`src/rtl/fetch_unit.sv`:
```
// Instruction fetch sequencer: one outstanding single-word read, PC increment on a clean completion,
// and a small prefetch queue of {address, word} pairs for decode. Any PC redirect flushes the queue.
module fetch_unit #(
   parameter int DEPTH = 2,
   parameter int AW    = 16,
   parameter int DW    = 16
) (
   input  logic          clk,
   input  logic          rst,
   input  logic [AW-1:0] pc_val,
   output logic          pc_inc,
   input  logic          redirect,
   input  logic          hold,
   output logic          mem_req,
   output logic [AW-1:0] mem_addr,
   input  logic [DW-1:0] mem_rdata,
   input  logic          mem_ack,
   output logic          ir_valid,
   output logic [DW-1:0] ir_out,
   output logic [AW-1:0] ir_pc,
   input  logic          ir_take
);

   localparam int PW = (DEPTH > 1) ? $clog2(DEPTH) : 1;
   localparam int CW = $clog2(DEPTH + 1);
   localparam logic [CW-1:0] FULL = CW'(DEPTH);

   typedef enum logic [1:0] {IDLE, REQ, DISCARD} state_t;

   state_t          state_q, state_d;
   logic [CW-1:0]   count_q, count_d;
   logic [PW-1:0]   rd_q, rd_d, wr_q, wr_d;
   logic            mem_req_q, mem_req_d;
   logic [AW-1:0]   mem_addr_q, mem_addr_d;
   logic [DW-1:0]   data_q [DEPTH];
   logic [DW-1:0]   data_d [DEPTH];
   logic [AW-1:0]   addr_q [DEPTH];
   logic [AW-1:0]   addr_d [DEPTH];
   logic            push, pop;

   always_comb begin
      state_d    = state_q;
      mem_req_d  = mem_req_q;
      mem_addr_d = mem_addr_q;
      rd_d       = rd_q;
      wr_d       = wr_q;
      count_d    = count_q;
      data_d     = data_q;
      addr_d     = addr_q;
      push       = 1'b0;

      case (state_q)
         IDLE: begin
            if (count_q < FULL && !hold && !redirect) begin
               mem_req_d  = 1'b1;
               mem_addr_d = pc_val;
               state_d    = REQ;
            end
         end
         REQ: begin
            if (mem_ack) begin
               mem_req_d = 1'b0;
               state_d   = IDLE;
               push      = !redirect;
            end else if (redirect) begin
               state_d = DISCARD;
            end
         end
         DISCARD: begin
            // The bus transaction must still finish; its data belongs to the old stream.
            if (mem_ack) begin
               mem_req_d = 1'b0;
               state_d   = IDLE;
            end
         end
         default: state_d = IDLE;
      endcase

      pop = ir_take && (count_q != '0) && !redirect;

      if (push) begin
         data_d[wr_q] = mem_rdata;
         addr_d[wr_q] = mem_addr_q;
         wr_d         = wr_q + PW'(1);
      end
      if (pop) rd_d = rd_q + PW'(1);

      case ({push, pop})
         2'b10:   count_d = count_q + CW'(1);
         2'b01:   count_d = count_q - CW'(1);
         default: count_d = count_q;
      endcase

      if (redirect) begin
         count_d = '0;
         rd_d    = '0;
         wr_d    = '0;
      end
   end

   always_ff @(posedge clk) begin
      if (rst) begin
         state_q    <= IDLE;
         count_q    <= '0;
         rd_q       <= '0;
         wr_q       <= '0;
         mem_req_q  <= 1'b0;
         mem_addr_q <= '0;
         for (int i = 0; i < DEPTH; i++) begin
            data_q[i] <= '0;
            addr_q[i] <= '0;
         end
      end else begin
         state_q    <= state_d;
         count_q    <= count_d;
         rd_q       <= rd_d;
         wr_q       <= wr_d;
         mem_req_q  <= mem_req_d;
         mem_addr_q <= mem_addr_d;
         data_q     <= data_d;
         addr_q     <= addr_d;
      end
   end

   assign pc_inc   = push && !rst;
   assign mem_req  = mem_req_q;
   assign mem_addr = mem_addr_q;
   assign ir_valid = (count_q != '0);
   assign ir_out   = data_q[rd_q];
   assign ir_pc    = addr_q[rd_q];

endmodule

```
`config.mk`:
```
export PLATFORM = sky130hd
export DESIGN_NAME = fetch_unit
export DESIGN_NICKNAME = d
export VERILOG_FILES = /design/src/rtl/fetch_unit.sv
export SDC_FILE = /design/constraint.sdc
export NUM_CORES = 1
export LEC_CHECK = 0
export ABC_AREA = 0
export ABC_CLOCK_PERIOD_IN_PS = 2100
export CORE_UTILIZATION = 51
export CTS_BUF_LIST = sky130_fd_sc_hd__clkbuf_4 sky130_fd_sc_hd__clkbuf_8
export DETAILED_ROUTE_END_ITERATION = 6
export GPL_ROUTABILITY_DRIVEN = 0
export PLACE_DENSITY = 0.82
export SLEW_MARGIN = 20
export SYNTH_ARGS = -nofsm -noshare
export SYNTH_HDL_FRONTEND = slang
export SYNTH_SLANG_ARGS = --single-unit
```
`constraint.sdc`:
```
create_clock -name clk -period 2.1 [get_ports clk]
set_input_delay 0.63 -clock clk [delete_from_list [all_inputs] [get_ports clk]]
set_output_delay 0.63 -clock clk [all_outputs]
set_load 0.005 [all_outputs]
```
* Yosys cells after proc, flatten, opt, wreduce, memory -nomap -nowiden *
Cells that the tools add are included.
Widths: inputs -> output; s select.

storage, ports and cells
  ROM bits = 0
  memories kept = 0
  word-level logic and storage cells = 67
  bits in latches = 0
  memory bits (writable) = 0
  bits in registers = 87
  bits of input ports = 38
  output and inout port bits = 51

operators by class
  eq/ne operators = 8
  bitwise gates (word level) = 2
  multiply operators = 0
  order comparisons = 4
  shift operators = 0
  divide/modulo/power cells = 0
  reduce and logical (&&, ||, !) cells = 18
  add/subtract/negate cells = 4
  muxes and demuxes = 21

operator list
  cell                 number
  $mux 16              7
  $bwmux 32            2
  $demux 16 s1         1
  $mux 2               4
  $logic_and 1x1->1    6
  $pmux 2 s3           1
  $reduce_and 3->1     2
  $reduce_bool 2->1    3
  $eq 2x1->1 const B   2
  $eq 2x2->1 const B   2
  $ge 2x2->1 const B   2
  $mux 1               4
  $ne 2x2->1 const B   2
  $not 1->2            2
  $pmux 2 s2           1
  $reduce_or 2->1      2
  $logic_not 1->1      3
  $ne 3x3->1 const B   1
  $add 1x1->1 const B  2
  $add 2x1->2 const B  1
  $logic_not 2->1      1
  $lt 2x1->1 const B   1
  $lt 2x2->1 const B   1
  $ne 2x1->1 const B   1
  3 further kinds      3

* Logic depth before layout (Yosys ltp) *
  word-level depth = 6
  gate-level depth with buffers = 8
  gate-level depth less buffers = 8

* Worst setup path after synthesis *
No wires, ideal clock.

  path kind = input-to-output
  from = in rst
  to = out pc_inc
  path buffers = 2
  setup slack = 0.341 ns
  stages = 3
  data arrival time = 1.129 ns
  required time = 1.470 ns
  path through = buf_2 > clkbuf_1 > nor2_1

on the way
  cells in the longest elaborated chain, start to end = 2

RTL lines
  item               RTL line  RTL
  start, declared    9         input logic rst,
  $logic_not 1->1    125       assign pc_inc = push && !rst;
  $logic_and 1x1->1  125
  end, declared      11        output logic pc_inc,

Every way passes these cells.

* Worst setup path in the final report *
  from = reg rd_q
  to = out ir_out[14]

on the way
  cells in the longest elaborated chain, start to end = 4

RTL lines
  item                                         RTL line  RTL
  start, declared                              32        logic [PW-1:0] rd_q, rd_d, wr_q, wr_d;
  start signal, assigned                       116       rd_q <= rd_d;
  $not 1->2 (not written as such)              129       assign ir_out = data_q[rd_q];
  $mux 16 (not written as such) (3 in series)  129
  end, declared                                19        output logic [DW-1:0] ir_out,

Every way passes these cells. The select of a mux whose other input is x is not followed.

==> summary.md <==
### Routing
* 3290 — total via count after detailed routing
* 5.231 — number of vias per cell after detailed routing
* 15.06 um — Avg WL per Cell
* 0 — residual antenna-violating net count after detailed routing
* 4 — DRT Pass-1 Iters
* 9.470 mm — wire length reported by the detailed router
* 163 — violation count after the first detailed-route iteration
* 0 — DRC Markers

### Placed design
* 5.685 mm — estimated wirelength of the detail-placed design
* 603 — Cell Count Post-Placement
* 88 — input/output buffers
* -438.0 ps — pre-CTS worst setup slack

### Outcome
* negative setup slack — failing checks
* complete, but fails checks — outcome

### STA
* 0 — number of failing hold endpoints at the final stage
* 0 — total count of max-transition violations in the final report
* 462.9 MHz — Max Clock Freq
* -612.0 ps — summed negative setup slack over all endpoints
* -60.33 ps — minimum setup slack in the final design
* 2160 ps — minimum clock period after layout
* true — unrepaired setup endpoints after global routing
* 1.029 — Period Utilization, post-route
* 12 — final setup fails
* 0.3720 — worst-case headroom to the max-slew limit
* 11.89 ps — post-route clock skew
* 942.0 ps — Worst Max-Slew Pin Slew

### Die
* 0.5335 — effective utilization at floorplan
* 6832 um2 — total core area
* 86.54 um — height of the die
* 86.54 um — die span in x
* 7488 um2 — Die Outline Area
* 30 — total number of placement rows
* 89 — number of I/O pins

### Global routing
* 89 — maximum number of pins on one net before global-route repair
* 0 — antenna violations before repair
* 15.12 mm — global-route wire length before repair
* 3188 — number of global-route vias before repair
* 0.2633 — Total Routing Usage GR
* 0 — global route total overflow

### Critical path
* flip-flop — kind of start point of the critical path
* 370 ps — maximum single-stage delay on the critical path
* 4 — number of buffers and inverters on the critical path
* buf_12 — Crit path top cell by count
* 6 — crit path max fanout
* primary output — sort of element at the end of the critical path
* 1470 ps — required time at the endpoint of the critical path
* 1530 ps — WP data arrival
* buf_12 -> buf_12 -> buf_16 -> mux2_4 -> buf_6 — ordered cell list for the critical path
* 8 — number of cells traversed by the worst register-to-register path
* 5 — path length in cells of the critical path
* dfxtp_4 — standard cell with the maximum stage delay on the critical path
* flip-flop to primary output — critical path start-end classification
* buffers and inverters — category of cells accounting for the largest share of critical-path delay

### Pwr
* 1.890 nW — leakage power of the design
* 3.179 mW — power consumption
* 633.7 nW/um2 — P per Cell Area
* 0.4826 mV — highest ir drop seen on vdd

### Yosys
* 87 — register bit total from synthesis
* dfxtp_1 48%, nand2_1 17%, a21oi_1 9.9% — cells taking the most area after synthesis
* 3645 um2 — Post-Synthesis Cell Area
* 477 — post-synth net total
* 0 — warnings from Yosys
* 8.379 um2 — Mapped Avg Cell Area
* dfxtp_1 — biggest area consumer among synthesized cells
* 0.4779 — part of the Yosys area used for sequential elements
* 0.4779 — area share of the largest cell type after synthesis
* 435 — number of instances in the synthesized netlist
* 31 — number of distinct library cells after synthesis

### Clock network
* 80 ps — register clock-pin slew on the reported worst setup and hold paths
* 2 — CTS max path bufs
* 9 — CTS Buf Count
* 0 — hold buffer count at CTS
* 3 — H-Tree Level Count
* 87 — number of sinks on the clock net
* done — TritonCTS clock tree
* 350 ps — Worst-Skew Late Latency
* clkbuf_8 — Clock Tree Root

### Min path
* flip-flop to flip-flop — class of the tightest hold or removal check
* 2 — hold path cells

### Layout
* 166 x nand2_1, 85 x dfxtp_1, 72 x a21oi_1 — top library cells by usage in the layout, fill and taps aside
* 37.62% — Area growth, synth to finish
* 0 — diodes inserted
* 509 — Fill cells
* 570 — final layout net count
* 629 — Finished Layout Cells
* 0.2326 — fraction of final layout cells with drive strength greater than 1
* nand2_1 — most common cell after layout, fill and taps aside

### Run
* 0 — max-cap violations

through the flow:
step	hold slack, ps	utilization	area [um2]
finish	454.6	0.7342	5016
global route	466.4	0.7342	5016
CTS	456.7	0.7326	5005
detailed placement	444.8	0.6788	4637
global placement	437.7	0.6788	4637
floorplan	432.9	-	3645
sequential cells by signal (all words and copies together) (netlist names):
signal / count
addr_q: 32
count_q: 2
data_q: 32
mem_addr: 16
mem_req: 1
rd_q: 1
state_q: 2
wr_q: 1
cell families (layout without fill, tap and decap cells):
logic type                 count (synthesis)  after routing  share of synthesized area
AOI/OAI and AO/OA                         87             87                     0.1335
xor gates and xnor gates                   5              5                    0.01202
adders and majority gates                  4              4                    0.01373
buffers and inverters                     35            133                    0.05802
DFF                                       87             87                     0.4779
muxes                                     32             32                    0.09887
and+or+nand+nor                          185            185                     0.2060
layer usage:
layer / wire length, um / vias to the layer above / track usage
met5: 0 / - / 0
met4: 152 / 0 / 0.08182
met3: 554 / 13 / 0.06667
met2: 4815 / 107 / 0.4632
met1: 3947 / 1562 / 0.3160
li1: - / 1608 / -
path summary, 6_finish.rpt:
check             start          to  slack (ps)
min          data_q[18]  data_q[18]         450
min reg2reg  data_q[18]  data_q[18]         450
max reg2reg  state_q[1]  count_q[1]         390
max                rd_q  ir_out[14]         -60
cells in the mapped netlist:
library cell,count
buf_1,1
mux2_2,32
nor2_1,4
ha_1,4
a211o_1,1
xor2_1,3
a211oi_1,1
and3_1,1
xnor2_1,2
nand2_1,166
or2_1,1
nor3_1,4
and2_1,1
nand3_1,2
o31ai_1,1
a21oi_2,10
nor2_2,1
dfxtp_1,87
or2_2,1
buf_2,10
nand3b_4,1
a21oi_1,72
inv_1,3
o211ai_1,1
buf_4,2
nor3_4,1
clkbuf_1,11
nor2b_2,1
o21bai_1,1
nand2b_1,1
buf_6,8
power by group:
group / switching [mW] / internal (mW) / leakage (nW) / total, mW
Combinational: 0.127 / 0.157 / 1.08 / 0.284
Clock: 0.584 / 0.614 / 0.104 / 1.20
Sequential: 0.0229 / 1.67 / 0.704 / 1.70
what timing repair did:
action                                  in CTS  in global routing
endpoints found under the setup margin      34                 23
cloned                                       3                  0
resized for setup                          164                  9
buffers inserted                            10                  0
area by class of cell:
type / instances / area [um2] / area share
clock buffers: 12 / 152.6 / 0.03043
flip-flops and latches: 87 / 1747 / 0.3482
clock inverters: 4 / 55.05 / 0.01098
well taps: 96 / 120.1 / 0.02395
repair buffers: 114 / 1164 / 0.2320
multi-input cells: 313 / 1767 / 0.3522
inverters: 3 / 11.26 / 0.002245
worst register-to-register path, cell delays in order (launching register included):
cell,delay [ps]
dfxtp_1,320
inv_1,90
ha_1,270
nand3b_4,110
buf_4,160
ha_1,300
nor2_1,140
xnor2_1,130
nor3_1,60
Power figures use the tool's default switching activity.
